### src/rtl/ws2812_rx.sv
// WS2812-style single-wire NRZ receiver: measures high-pulse widths to decode
// bits, assembles 24-bit GRB words and detects the long-low latch interval.
module ws2812_rx #(
  parameter int BIT_THRESH   = 60,
  parameter int MIN_HIGH     = 15,
  parameter int MAX_HIGH     = 120,
  parameter int RESET_CYCLES = 5000,
  parameter int CNT_W        = 16
) (
  input  logic        clk,
  input  logic        nrst,
  input  logic        din,
  output logic [23:0] pix_data,
  output logic        pix_valid,
  output logic [7:0]  pix_index,
  output logic        frame_done,
  output logic        err,
  output logic        busy
);

  typedef enum logic [2:0] {
    ST_SYNC_WAIT,
    ST_IDLE,
    ST_HIGH,
    ST_LOW,
    ST_ERROR
  } state_t;

  localparam logic [CNT_W-1:0] CNT_MAX = '1;
  localparam logic [CNT_W-1:0] BIT_T   = CNT_W'(BIT_THRESH);
  localparam logic [CNT_W-1:0] MIN_T   = CNT_W'(MIN_HIGH);
  localparam logic [CNT_W-1:0] MAX_T   = CNT_W'(MAX_HIGH);
  localparam logic [CNT_W-1:0] RST_T   = CNT_W'(RESET_CYCLES);

  state_t             state, state_next;
  logic               din_m, din_s, din_d;
  logic               rise, fall, lat_hit, bit_val, word_full;
  logic [CNT_W-1:0]   hcnt, lcnt;
  logic [23:0]        shreg;
  logic [4:0]         bitcnt;
  logic [7:0]         word_cnt;
  logic               shift_en, err_set, frame_set, clr_frame;

  // NOTE: sequential state uses non-blocking assignments so every flop samples
  // pre-edge values regardless of statement order.
  always_ff @(posedge clk or negedge nrst) begin
    if (!nrst) begin
      din_m <= 1'b0;
      din_s <= 1'b0;
      din_d <= 1'b0;
    end else begin
      din_m <= din;
      din_s <= din_m;
      din_d <= din_s;
    end
  end

  assign rise = din_s & ~din_d;
  assign fall = ~din_s & din_d;

  // The edge cycle is itself the first cycle of the new level, so counters
  // restart at 1 and hold exactly the number of samples seen at the next edge.
  always_ff @(posedge clk or negedge nrst) begin
    if (!nrst) begin
      hcnt <= '0;
      lcnt <= '0;
    end else begin
      if (rise)                        hcnt <= CNT_W'(1);
      else if (din_s && hcnt != CNT_MAX) hcnt <= hcnt + CNT_W'(1);
      if (fall)                        lcnt <= CNT_W'(1);
      else if (!din_s && lcnt != CNT_MAX) lcnt <= lcnt + CNT_W'(1);
    end
  end

  assign lat_hit   = ~din_s && (lcnt == RST_T);
  assign bit_val   = (hcnt >= BIT_T);
  assign word_full = shift_en && (bitcnt == 5'd23);
  assign busy      = (state == ST_HIGH) || (state == ST_LOW) || (state == ST_ERROR);

  always_ff @(posedge clk or negedge nrst) begin
    if (!nrst) state <= ST_SYNC_WAIT;
    else       state <= state_next;
  end

  // NOTE: every output of this block gets a default first, so no path can
  // leave a value unassigned and infer a latch.
  always_comb begin
    state_next = state;
    shift_en   = 1'b0;
    err_set    = 1'b0;
    frame_set  = 1'b0;
    clr_frame  = 1'b0;
    unique case (state)
      ST_SYNC_WAIT: if (lat_hit) state_next = ST_IDLE;
      ST_IDLE:      if (rise) state_next = ST_HIGH;
      ST_HIGH: begin
        // Over-long pulses abort whether the line is still high or just fell.
        if (hcnt > MAX_T) begin
          err_set    = 1'b1;
          state_next = ST_ERROR;
        end else if (fall) begin
          if (hcnt < MIN_T) begin
            err_set    = 1'b1;
            state_next = ST_ERROR;
          end else begin
            shift_en   = 1'b1;
            state_next = ST_LOW;
          end
        end
      end
      ST_LOW: begin
        if (rise) begin
          state_next = ST_HIGH;
        end else if (lat_hit) begin
          frame_set  = 1'b1;
          clr_frame  = 1'b1;
          err_set    = (bitcnt != 5'd0);
          state_next = ST_IDLE;
        end
      end
      ST_ERROR: begin
        if (lat_hit) begin
          clr_frame  = 1'b1;
          state_next = ST_IDLE;
        end
      end
      default: state_next = ST_SYNC_WAIT;
    endcase
  end

  always_ff @(posedge clk or negedge nrst) begin
    if (!nrst) begin
      shreg      <= '0;
      bitcnt     <= '0;
      word_cnt   <= '0;
      pix_data   <= '0;
      pix_index  <= '0;
      pix_valid  <= 1'b0;
      err        <= 1'b0;
      frame_done <= 1'b0;
    end else begin
      pix_valid  <= word_full;
      err        <= err_set;
      frame_done <= frame_set;
      if (shift_en) begin
        shreg <= {shreg[22:0], bit_val};
        if (word_full) begin
          pix_data  <= {shreg[22:0], bit_val};
          pix_index <= word_cnt;
          bitcnt    <= '0;
          if (word_cnt != 8'hFF) word_cnt <= word_cnt + 8'd1;
        end else begin
          bitcnt <= bitcnt + 5'd1;
        end
      end
      if (clr_frame) begin
        shreg     <= '0;
        bitcnt    <= '0;
        word_cnt  <= '0;
        pix_index <= '0;
      end
    end
  end

endmodule
### config.mk
export PLATFORM = sky130hd
export DESIGN_NAME = ws2812_rx
export DESIGN_NICKNAME = d
export VERILOG_FILES = /design/src/rtl/ws2812_rx.sv
export SDC_FILE = /design/constraint.sdc
export NUM_CORES = 1
export LEC_CHECK = 0
export BUFFER_PORTS_ARGS = -buffer_cell sky130_fd_sc_hd__clkbuf_2
export CAP_MARGIN = 0
export CORE_MARGIN = 3
export CORE_UTILIZATION = 31
export CTS_BUF_LIST = sky130_fd_sc_hd__clkbuf_8
export DETAILED_ROUTE_END_ITERATION = 12
export PLACE_DENSITY = 0.54
export SYNTH_ARGS = -nofsm -noshare
export SYNTH_HDL_FRONTEND = slang
export SYNTH_SLANG_ARGS = --single-unit
### constraint.sdc
create_clock -name clk -period 2.5 [get_ports clk]
set_clock_uncertainty 0.15 [all_clocks]
set_input_delay 0.25 -clock clk [delete_from_list [all_inputs] [get_ports clk]]
set_output_delay 0.25 -clock clk [all_outputs]
set_load 0.05 [all_outputs]
==> qor.csv, run 1 <==
stage,metric,value,unit
logic_synthesis,synth-async-reset-ratio,100,%
place,dpl.hpwl,7730,µm
floorplan,coreArea,16100,µm²
timing,rsz0062_at_grt,false,
grt,first_global_vias,3846,
grt,grt_pass1_wl,18900,µm
detailed_routing,ant_nets,0,
place,dp.cells,771,
place,gp_congestion,0.802,
grt,antenna_found_initial,0,
clocking,cts_buffers,9,
final_layout,area_growth_syn_to_layout,15.4,%
setup_path,critPathCaptureType,register,
final_layout,fillers,1634,
clocking,cts_tree,built,
grt,track_usage,12.7,%
floorplan,fp.dieArea,18100,µm²
timing,max_freq,425,MHz
floorplan,start_util,32.0,%
final_layout,final_layout_size_suffix_gt1_share,17.2,%
detailed_routing,drc,0,
timing,post-route-period-util,94.1,%
setup_path,start_kind,register,
setup_path,cp.arrival,2.48,ns
place,place_area,5680,µm²
clocking,clockBufferDepth,2,
logic_synthesis,synth_top_area_share,53.1,%
timing,drv_slew,0,
pwr,finalPower,0.00315,W
logic_synthesis,syn-num-nets,528,
final_layout,design_area,5930,µm²
clocking,cts_htree_levels,3,
logic_synthesis,synth_ff_type,dfrtp_1,
clocking,cts-resized-gates,0,
logic_synthesis,netlist_top_cells_area,"dfrtp_1, nand2_1, a22o_1, nor2_1, nand3_1",
floorplan,die_h,135,µm
timing,setup_tns,0,ns
logic_synthesis,netlist_top_cells_count,"dfrtp_1, nand2_1, nor2_1, a22o_1, nand3_1",
pwr,vdd_drop_max,214,µV
setup_path,critPathMaxFanout,6,
detailed_routing,routed_via_density,4.96,
floorplan,rows,46,
min_path,hold_path.class,in -> async,
clocking,cts_sinks,109,
job,drv_cap,0,
clocking,clock-root-buffer,clkbuf_8,
logic_synthesis,synth.distinct_cells,65,
detailed_routing,drt_pass1_iterations,4,
detailed_routing,drt_iter0_markers,258,
clocking,insertion_delay,0.39,ns
final_layout,antenna_cells,0,
logic_synthesis,yosysMostFrequentCell,dfrtp_1,
logic_synthesis,synth_area,5140,µm²
logic_synthesis,ys_ff_latch,109,
logic_synthesis,synth_edf_count,0,
floorplan,die_width,135,µm
final_layout,fin_cells,790,
detailed_routing,vias,3921,
timing,slew_headroom,54.2,%
setup_path,worstPathRequired,2.63,ns
clocking,clk_pin_slew,0.11,ns
detailed_routing,wirelength,10900,µm
setup_path,worstRegToRegCells,6,
detailed_routing,wl_per_cell,13.8,µm
logic_synthesis,yosysSeqAreaShare,53.1,%
grt,grt_start_max_net_pins,52,
timing,finalSetupViolCount,0,
logic_synthesis,syn-instance-count,518,
timing,holdWs,0.150,ns
timing,finalCriticalPeriod,2.35,ns
timing,worstMarginPinSlew,0.670,ns
logic_synthesis,ys_warn_count,0,
pwr,powerDensity,531,nW/µm²
logic_synthesis,syn_area_per_cell,9.92,µm²
floorplan,pin_count,39,
run_status,run_status,"complete, no violations",
place,io_buffer_count,38,
timing,timing_hold_violations_final,0,
final_layout,final_net_count,579,
setup_path,worst-setup-path-type,reg -> reg,
grt,grt-ovfl-total,0,
pwr,power_leakage,2.85,nW
logic_synthesis,synth_area_leader_cell,dfrtp_1,
-- report_power, final --
group / switching (W) / leakage, nW / total, W / internal, W
clock network: 0.000689 / 0.113 / 0.00119 / 0.000500
registers: 0.0000307 / 1.51 / 0.00181 / 0.00178
logic: 0.0000896 / 1.23 / 0.000141 / 0.0000518
-- final timing paths --
kind / startpoint / to / slack, ns
worst min register to register: din_m / din_s / 0.21
max in group asynchronous: nrst / hcnt[7] / 1.28
worst max register to register: hcnt[1] / bitcnt[3] / 0.15
min in group clk: din_m / din_s / 0.21
worst max-delay path: hcnt[1] / bitcnt[3] / 0.15
worst min-delay path: nrst / pix_data[11] / 0.15
-- layout by cell type (no fill, tap or decap), types with 13 or more instances in the layout --
cell,count
dfrtp_1,109
nand4_1,13
clkbuf_2,37
nor2_1,42
a22o_1,30
nand3_1,25
a21oi_1,18
inv_1,13
buf_4,20
xor2_1,14
nand2_1,105
-- state kept, by name, summed over array words and instances (netlist names) --
signal / count
shreg: 23
din_m: 1
pix_index: 8
err: 1
din_d: 1
word_cnt: 8
state: 3
pix_data: 24
hcnt: 16
din_s: 1
lcnt: 16
frame_done: 1
bitcnt: 5
pix_valid: 1
-- repair_timing --
action	CTS	global route
endpoints found under the setup margin	0	4
hold endpoints to repair	77	0
buffers inserted	0	1
hold buffers	2	0
-- layer usage --
layer | track usage, % | vias to the layer above | part of all wire, %
li1 | - | 1938 | -
met1 | 17.0 | 1911 | 48
met2 | 20.5 | 64 | 47
met3 | 3.73 | 8 | 3.7
met4 | 3.05 | 0 | 0.75
met5 | 0 | - | 0
-- through the flow --
step | worst slack [ns] | util, %
floorplan | 0.217 | -
global placement | 0.188 | 35.4
detailed placement | 0.144 | 35.4
CTS | 0.108 | 36.9
global route | 0.0369 | 36.9
finish | 0.148 | 36.9
-- cells by family after synthesis --
logic type,count (synthesis),share of synthesized area [%]
mux,4,0.828
buf+inv,35,3.24
simple gates,262,26.1
xor+xnor,16,2.73
fa+ha+maj,7,1.71
flops,109,53.1
compound gates,85,12.3
-- final cells by class --
type                       instances  area [µm²]  share of cell area [%]
multi-input combinational        374        2240                    37.8
sequential                       109        2730                    46.0
clock inverter                     7        97.6                    1.65
inverter                          13        48.8                   0.823
tap                              216         270                    4.56
clock buffer                       9         124                    2.09
timing repair buffer              62         415                    7.01
-- critical path: stages, from the launching register on --
cell     delay, ns
dfrtp_1       0.40
ha_1          0.25
and3_2        0.28
nor2_1        0.09
or4_4         0.53
and3_1        0.19
or3_1         0.35
Note: power is estimated with default switching activity, not from simulation.
==> run 2: changes to the inputs <==
- CORE_UTILIZATION: 31 -> 50
- PLACE_DENSITY: 0.54 -> 0.77
==> run 2 against run 1 <==
  * Combinational power increased by 5%
  * Hold slack improved by 0.042 ns
  * Flip-flop and latch count unchanged
  * Register-to-register slack got worse by 0.06 ns
  * Critical path type unchanged
  * Critical endpoint is now bitcnt[0]
  * Largest cell class unchanged
==> qor.csv, run 2 (synthesized netlist as in run 1, its figures left out) <==
stage,metric,value,unit,change
floorplan,rows,36,,was 46
floorplan,pin_count,39,,unchanged
clocking,insertion_delay,0.37,ns,was 0.39 ns
final_layout,final_net_count,584,,was 579
setup_path,worstRegToRegCells,7,,was 6
detailed_routing,ant_nets,0,,unchanged
timing,worstMarginPinSlew,0.633,ns,was 0.670 ns
final_layout,top_register,pix_data,,unchanged
timing,slew_headroom,56.7,%,was 54.2%
final_layout,final_layout_size_suffix_gt1_share,18.1,%,was 17.2%
setup_path,path_cells,"ha_2, and3_2, nor2_1, or4_4, buf_4, or3_4, a21oi_2",,"was ha_1, and3_2, nor2_1, or4_4, and3_1, or3_1"
clocking,cts_tree,built,,unchanged
grt,track_usage,19.3,%,was 12.7%
floorplan,die_h,107,µm,was 135 µm
final_layout,fillers,821,,was 1634
clocking,cts_htree_levels,3,,unchanged
clocking,cts_sinks,109,,unchanged
final_layout,fin_cells,712,,was 790
pwr,powerDensity,516,nW/µm²,was 531 nW/µm²
grt,first_global_vias,3932,,was 3846
floorplan,fp.dieArea,11500,µm²,was 18100 µm²
timing,timing_hold_violations_final,0,,unchanged
final_layout,reg_top3,"pix_data x24, shreg x23",,unchanged
pwr,power_leakage,2.87,nW,was 2.85 nW
clocking,clock-root-buffer,clkbuf_8,,unchanged
timing,finalSetupViolCount,0,,unchanged
timing,rsz0062_at_grt,false,,unchanged
grt,antenna_found_initial,0,,unchanged
clocking,cts_buffers,9,,unchanged
floorplan,die_width,107,µm,was 135 µm
setup_path,cp.arrival,2.56,ns,was 2.48 ns
detailed_routing,vias,4066,,was 3921
final_layout,area_growth_syn_to_layout,13.7,%,was 15.4%
final_layout,multiInputGateArea,2240,µm²,about the same
final_layout,design_area,5840,µm²,was 5930 µm²
setup_path,start_kind,register,,unchanged
setup_path,cpPeakStageDelay,0.53,ns,about the same
grt,grt-ovfl-total,0,,unchanged
detailed_routing,drt_iter0_markers,190,,was 258
final_layout,final-seq-area,2730,µm²,unchanged
detailed_routing,routed_via_density,5.71,,was 4.96
setup_path,critPathMaxFanout,10,,was 6
timing,finalCriticalPeriod,2.41,ns,was 2.35 ns
timing,max_freq,415,MHz,was 425 MHz
place,place_area,5600,µm²,was 5680 µm²
setup_path,worst-setup-path-type,reg -> reg,,unchanged
place,pre_cts_slack,0.104,ns,was 0.144 ns
timing,setup_ws,0.0910,ns,was 0.148 ns
setup_path,critical_path.slowest_cell,or4_4,,unchanged
place,io_buffer_count,38,,unchanged
final_layout,largest_reg_flops,24,,unchanged
pwr,vdd_drop_max,261,µV,was 214 µV
setup_path,critPathCaptureType,register,,unchanged
place,dp.cells,692,,was 771
detailed_routing,wirelength,10300,µm,was 10900 µm
job,drv_cap,0,,unchanged
detailed_routing,drt_pass1_iterations,5,,was 4
detailed_routing,wl_per_cell,14.5,µm,was 13.8 µm
place,dpl.hpwl,7440,µm,was 7730 µm
grt,grt_start_max_net_pins,44,,was 52
timing,drv_slew,0,,unchanged
min_path,hold_path.class,in -> async,,unchanged
clocking,clk_pin_slew,0.12,ns,was 0.11 ns
place,gp_congestion,0.928,,was 0.802
floorplan,coreArea,9860,µm²,was 16100 µm²
detailed_routing,drc,0,,unchanged
final_layout,final_common_cell,dfrtp_1,,unchanged
timing,setup_tns,0,ns,unchanged
final_layout,final_cell_mix,"dfrtp_1, nand2_1, nor2_1",,unchanged
clocking,clockBufferDepth,2,,unchanged
setup_path,worstPathRequired,2.65,ns,was 2.63 ns
floorplan,start_util,52.1,%,was 32.0%
grt,grt_pass1_wl,18200,µm,was 18900 µm
timing,post-route-period-util,96.4,%,was 94.1%
run_status,run_status,"complete, no violations",,unchanged
final_layout,antenna_cells,0,,unchanged
-- run 2: report_power, final --
group	internal, W	leakage [nW]	switching (W)
Sequential	0.00178	1.51	0.0000304
Combinational	0.0000560	1.26	0.0000915
Clock	0.000398	0.101	0.000654
Total	0.00224	2.87	0.000776
-- run 2: path summary, 6_finish.rpt --
path                       startpoint           end  slack, ns
max                           hcnt[1]     bitcnt[0]       0.09
min                              nrst  pix_index[4]       0.19
max reg2reg                   hcnt[1]     bitcnt[0]       0.09
min reg2reg                     din_m         din_s       0.21
max in group asynchronous        nrst   pix_data[1]       1.41
min in group clk                din_m         din_s       0.21
-- run 2: per-stage QoR --
step                      hold slack [ns]  util [%]  total power [W]
after floorplan                    -0.196         -          0.00192
after global placement             0.0747      56.8          0.00199
after detailed placement           0.0801      56.8          0.00199
after CTS                           0.203      59.0          0.00305
after global routing                0.225      59.2          0.00314
final                               0.191      59.2          0.00301
-- run 2: timing repair --
item                                    4_1_cts  5_1_grt
setup buffers                                 0        2
hold buffers                                  2        0
endpoints found under the setup margin        0       21
gates resized for setup                       0        1
hold endpoints to repair                     33        0
-- run 2: metal layers --
metal  GRT usage, %  vias to the layer above  routed length, µm
met5              0                        -                  0
met4           5.32                        0                140
met3           3.66                       15                385
met2           32.2                       88               5090
met1           25.9                     2011               4710
li1               -                     1952                  -
-- run 2: worst max-delay path, delay by kind of cell, from the launching register on --
family / cells / cell delay [ns]
DFF: 1 / 0.42
buffers and inverters: 1 / 0.18
adders and majority gates: 1 / 0.26
AOI/OAI and AO/OA: 1 / 0.14
and+or+nand+nor: 4 / 1.19
-- run 2: layout make-up --
| cell class | instances | share of cell area [%] |
|---|---|---|
| clock buffers | 9 | 2.12 |
| clock inverters | 7 | 1.26 |
| inverters | 13 | 0.836 |
| multi-input cells | 374 | 38.4 |
| flip-flops and latches | 109 | 46.7 |
| well taps | 133 | 2.85 |
| repair buffers | 67 | 7.76 |
==> run 3: changes to the inputs <==
- ABC_AREA: unset -> 1
==> run 3 against run 2 <==
  * Synthesized cell count grew 22%
  * Die area increased by 4.6%
  * Sequential power about the same
  * Clock-buffer cell count unchanged
  * Sequential share of layout area shrank 0.45 points
  * Largest cell class unchanged
  * Via count up 6.4%
  * Largest power group unchanged
==> qor.csv, run 3 <==
stage,metric,value,unit,change
job,drv_cap,0,,unchanged
final_layout,reg_top3,"pix_data x24, shreg x23",,unchanged
final_layout,final_cell_mix,"nand2_1, dfrtp_1, inv_1",,"was dfrtp_1, nand2_1, nor2_1"
detailed_routing,drt_pass1_iterations,5,,unchanged
min_path,hold_path.class,in -> async,,unchanged
logic_synthesis,synth_top_area_share,50.6,%,was 53.1%
logic_synthesis,syn_area_per_cell,8.55,µm²,was 9.92 µm²
setup_path,r2r_start,state[0],,was hcnt[1]
logic_synthesis,ys_ff_latch,109,,unchanged
clocking,cts_sinks,109,,unchanged
grt,first_global_vias,3994,,was 3932
final_layout,antenna_cells,0,,unchanged
grt,grt-ovfl-total,0,,unchanged
setup_path,worstPathRequired,2.64,ns,was 2.65 ns
pwr,power_leakage,2.77,nW,was 2.87 nW
setup_path,critPathBufInv,2,,was 1
logic_synthesis,netlist_top_cells_area,"dfrtp_1, nand2_1, inv_1, nand3_1, nor2_1",,"was dfrtp_1, nand2_1, a22o_1, nor2_1, nand3_1"
timing,timing_hold_violations_final,0,,unchanged
timing,finalCriticalPeriod,2.22,ns,was 2.41 ns
setup_path,cp.arrival,2.36,ns,was 2.56 ns
final_layout,final_layout_size_suffix_gt1_share,14.9,%,was 18.1%
floorplan,fp.dieArea,12100,µm²,was 11500 µm²
logic_synthesis,yosysMostFrequentCell,nand2_1,,was dfrtp_1
floorplan,rows,37,,was 36
logic_synthesis,yosysSeqAreaShare,50.6,%,was 53.1%
place,place_area,5680,µm²,was 5600 µm²
detailed_routing,ant_nets,0,,unchanged
logic_synthesis,synth_area_leader_cell,dfrtp_1,,unchanged
final_layout,area_growth_syn_to_layout,9.41,%,was 13.7%
place,gp_congestion,0.857,,was 0.928
setup_path,reg2reg_to,bitcnt[0],,unchanged
clocking,cts_tree,built,,unchanged
grt,grt_start_max_net_pins,50,,was 44
grt,track_usage,18.8,%,was 19.3%
clocking,clk_pin_slew,0.12,ns,about the same
logic_synthesis,synth_edf_count,0,,unchanged
floorplan,pin_count,39,,unchanged
final_layout,final_net_count,678,,was 584
logic_synthesis,syn-num-nets,640,,was 528
timing,slew_headroom,53.2,%,was 56.7%
logic_synthesis,synth_area,5390,µm²,was 5140 µm²
logic_synthesis,synth_ff_type,dfrtp_1,,unchanged
timing,worstMarginPinSlew,0.696,ns,was 0.633 ns
timing,post-route-period-util,88.6,%,was 96.4%
clocking,cts_buffers,9,,unchanged
grt,antenna_found_initial,0,,unchanged
timing,setup_tns,0,ns,unchanged
place,io_buffer_count,38,,unchanged
clocking,cts_htree_levels,3,,unchanged
final_layout,design_area,5890,µm²,was 5840 µm²
clocking,clockBufferDepth,2,,unchanged
setup_path,worst-setup-path-type,reg -> reg,,unchanged
final_layout,fillers,910,,was 821
clocking,insertion_delay,0.38,ns,was 0.37 ns
setup_path,start_kind,register,,unchanged
setup_path,critPathMaxFanout,33,,was 10
logic_synthesis,syn-instance-count,630,,was 518
final_layout,largest_reg_flops,24,,unchanged
logic_synthesis,synth-async-reset-ratio,100,%,unchanged
setup_path,path_cells,"inv_1, nor2_1, o211ai_4, nand2_4, inv_2, nand2_1, o21ai_1",,"was ha_2, and3_2, nor2_1, or4_4, buf_4, or3_4, a21oi_2"
timing,drv_slew,0,,unchanged
run_status,run_status,"complete, no violations",,unchanged
pwr,powerDensity,507,nW/µm²,was 516 nW/µm²
grt,grt_pass1_wl,18200,µm,unchanged
floorplan,die_width,110,µm,was 107 µm
detailed_routing,wirelength,10800,µm,was 10300 µm
detailed_routing,wl_per_cell,13.4,µm,was 14.5 µm
setup_path,cpPeakStageDelay,0.57,ns,was 0.53 ns
clocking,post-cts-setup-buffer-count,0,,unchanged
detailed_routing,vias,4326,,was 4066
timing,rsz0062_at_grt,false,,unchanged
final_layout,top_register,pix_data,,unchanged
place,dpl.hpwl,7810,µm,was 7440 µm
setup_path,critPathCaptureType,register,,unchanged
floorplan,coreArea,10400,µm²,was 9860 µm²
setup_path,worstRegToRegCells,7,,unchanged
timing,max_freq,451,MHz,was 415 MHz
final_layout,final_common_cell,nand2_1,,was dfrtp_1
floorplan,start_util,51.7,%,was 52.1%
setup_path,rrSetupSlack,0.28,ns,was 0.09 ns
timing,finalSetupViolCount,0,,unchanged
detailed_routing,routed_via_density,5.35,,was 5.71
clocking,clock-root-buffer,clkbuf_8,,unchanged
logic_synthesis,netlist_top_cells_count,"nand2_1, dfrtp_1, inv_1, nor2_1, nand3_1",,"was dfrtp_1, nand2_1, nor2_1, a22o_1, nand3_1"
setup_path,crit_family,compound AO/OA/AOI/OAI gates,,was simple AND/OR/NAND/NOR gates
floorplan,die_h,110,µm,was 107 µm
logic_synthesis,ys_warn_count,0,,unchanged
detailed_routing,drc,0,,unchanged
detailed_routing,drt_iter0_markers,349,,was 190
logic_synthesis,synth.distinct_cells,40,,was 65
setup_path,critical_path.slowest_cell,o211ai_4,,was or4_4
pwr,vdd_drop_max,365,µV,was 261 µV
==> run 3: cells by family (layout without fill, tap and decap cells) <==
group	count (synthesis)	count (layout)	share of synthesized area, %
flip-flops	109	109	50.6
AND/OR/NAND/NOR	286	286	24.4
adder cells (fa/ha/maj)	7	7	1.63
buffers and inverters	101	144	8.36
AO/OA/AOI/OAI	110	110	12.3
XOR/XNOR	17	17	2.76
==> run 3: timing repair <==
item	CTS	global route
hold buffers	2	0
setup endpoints to repair	0	1
resized for setup	0	1
endpoints found under the hold margin	39	0
==> run 3: worst max-delay path by stage <==
stage	startpoint	end	slack (ns)	depth (start not counted)
after floorplan	state[0]	busy	0.29	2
after global placement	hcnt[0]	hcnt[14]	0.37	9
after detailed placement	din_s	state[1]	0.30	6
after CTS	din_s	state[1]	0.28	6
after global routing	state[0]	bitcnt[3]	0.11	7
final	state[0]	bitcnt[0]	0.28	7
==> run 3: routing by layer <==
layer  part of all wire (%)  GRT usage, %
met5                      0             0
met1                     46          23.9
met2                     49          32.3
met4                    1.5          5.16
met3                    4.0          3.99
==> run 3: worst register-to-register path, delay by kind of cell (launching register included) <==
kind            cells  cell delay [ns]
buf+inv             2             0.29
flops               1             0.45
simple gates        3             0.58
compound gates      2             0.67
==> run 3: cell type report <==
class                           count  area [µm²]  share of cell area, %
Clock inverter                      7        66.3                   1.13
Sequential cell                   109        2730                   46.3
Timing Repair Buffer               47         290                   4.92
Tap cell                          136         170                   2.89
Multi-Input combinational cell    420        2210                   37.5
Inverter                           81         304                   5.16
Clock buffer                        9         124                   2.10
==> run 3: per-stage QoR <==
step           hold slack (ns)  setup slack (ns)  power [W]  util [%]  instances
2_1_floorplan           -0.196             0.290    0.00192         -        630
3_3_place_gp            0.0993             0.366    0.00198      54.5        791
3_5_place_dp             0.100             0.303    0.00199      54.5        791
4_1_cts                  0.213             0.276    0.00302      56.6        809
5_1_grt                  0.229             0.110    0.00311      56.6        809
6_report                 0.205             0.285    0.00299      56.6        809
==> run 3: power breakdown <==
group | switching (W) | total (W) | internal, W
Clock | 0.000644 | 0.00103 | 0.000388
Combinational | 0.000106 | 0.000148 | 0.0000417
Sequential | 0.0000251 | 0.00181 | 0.00179
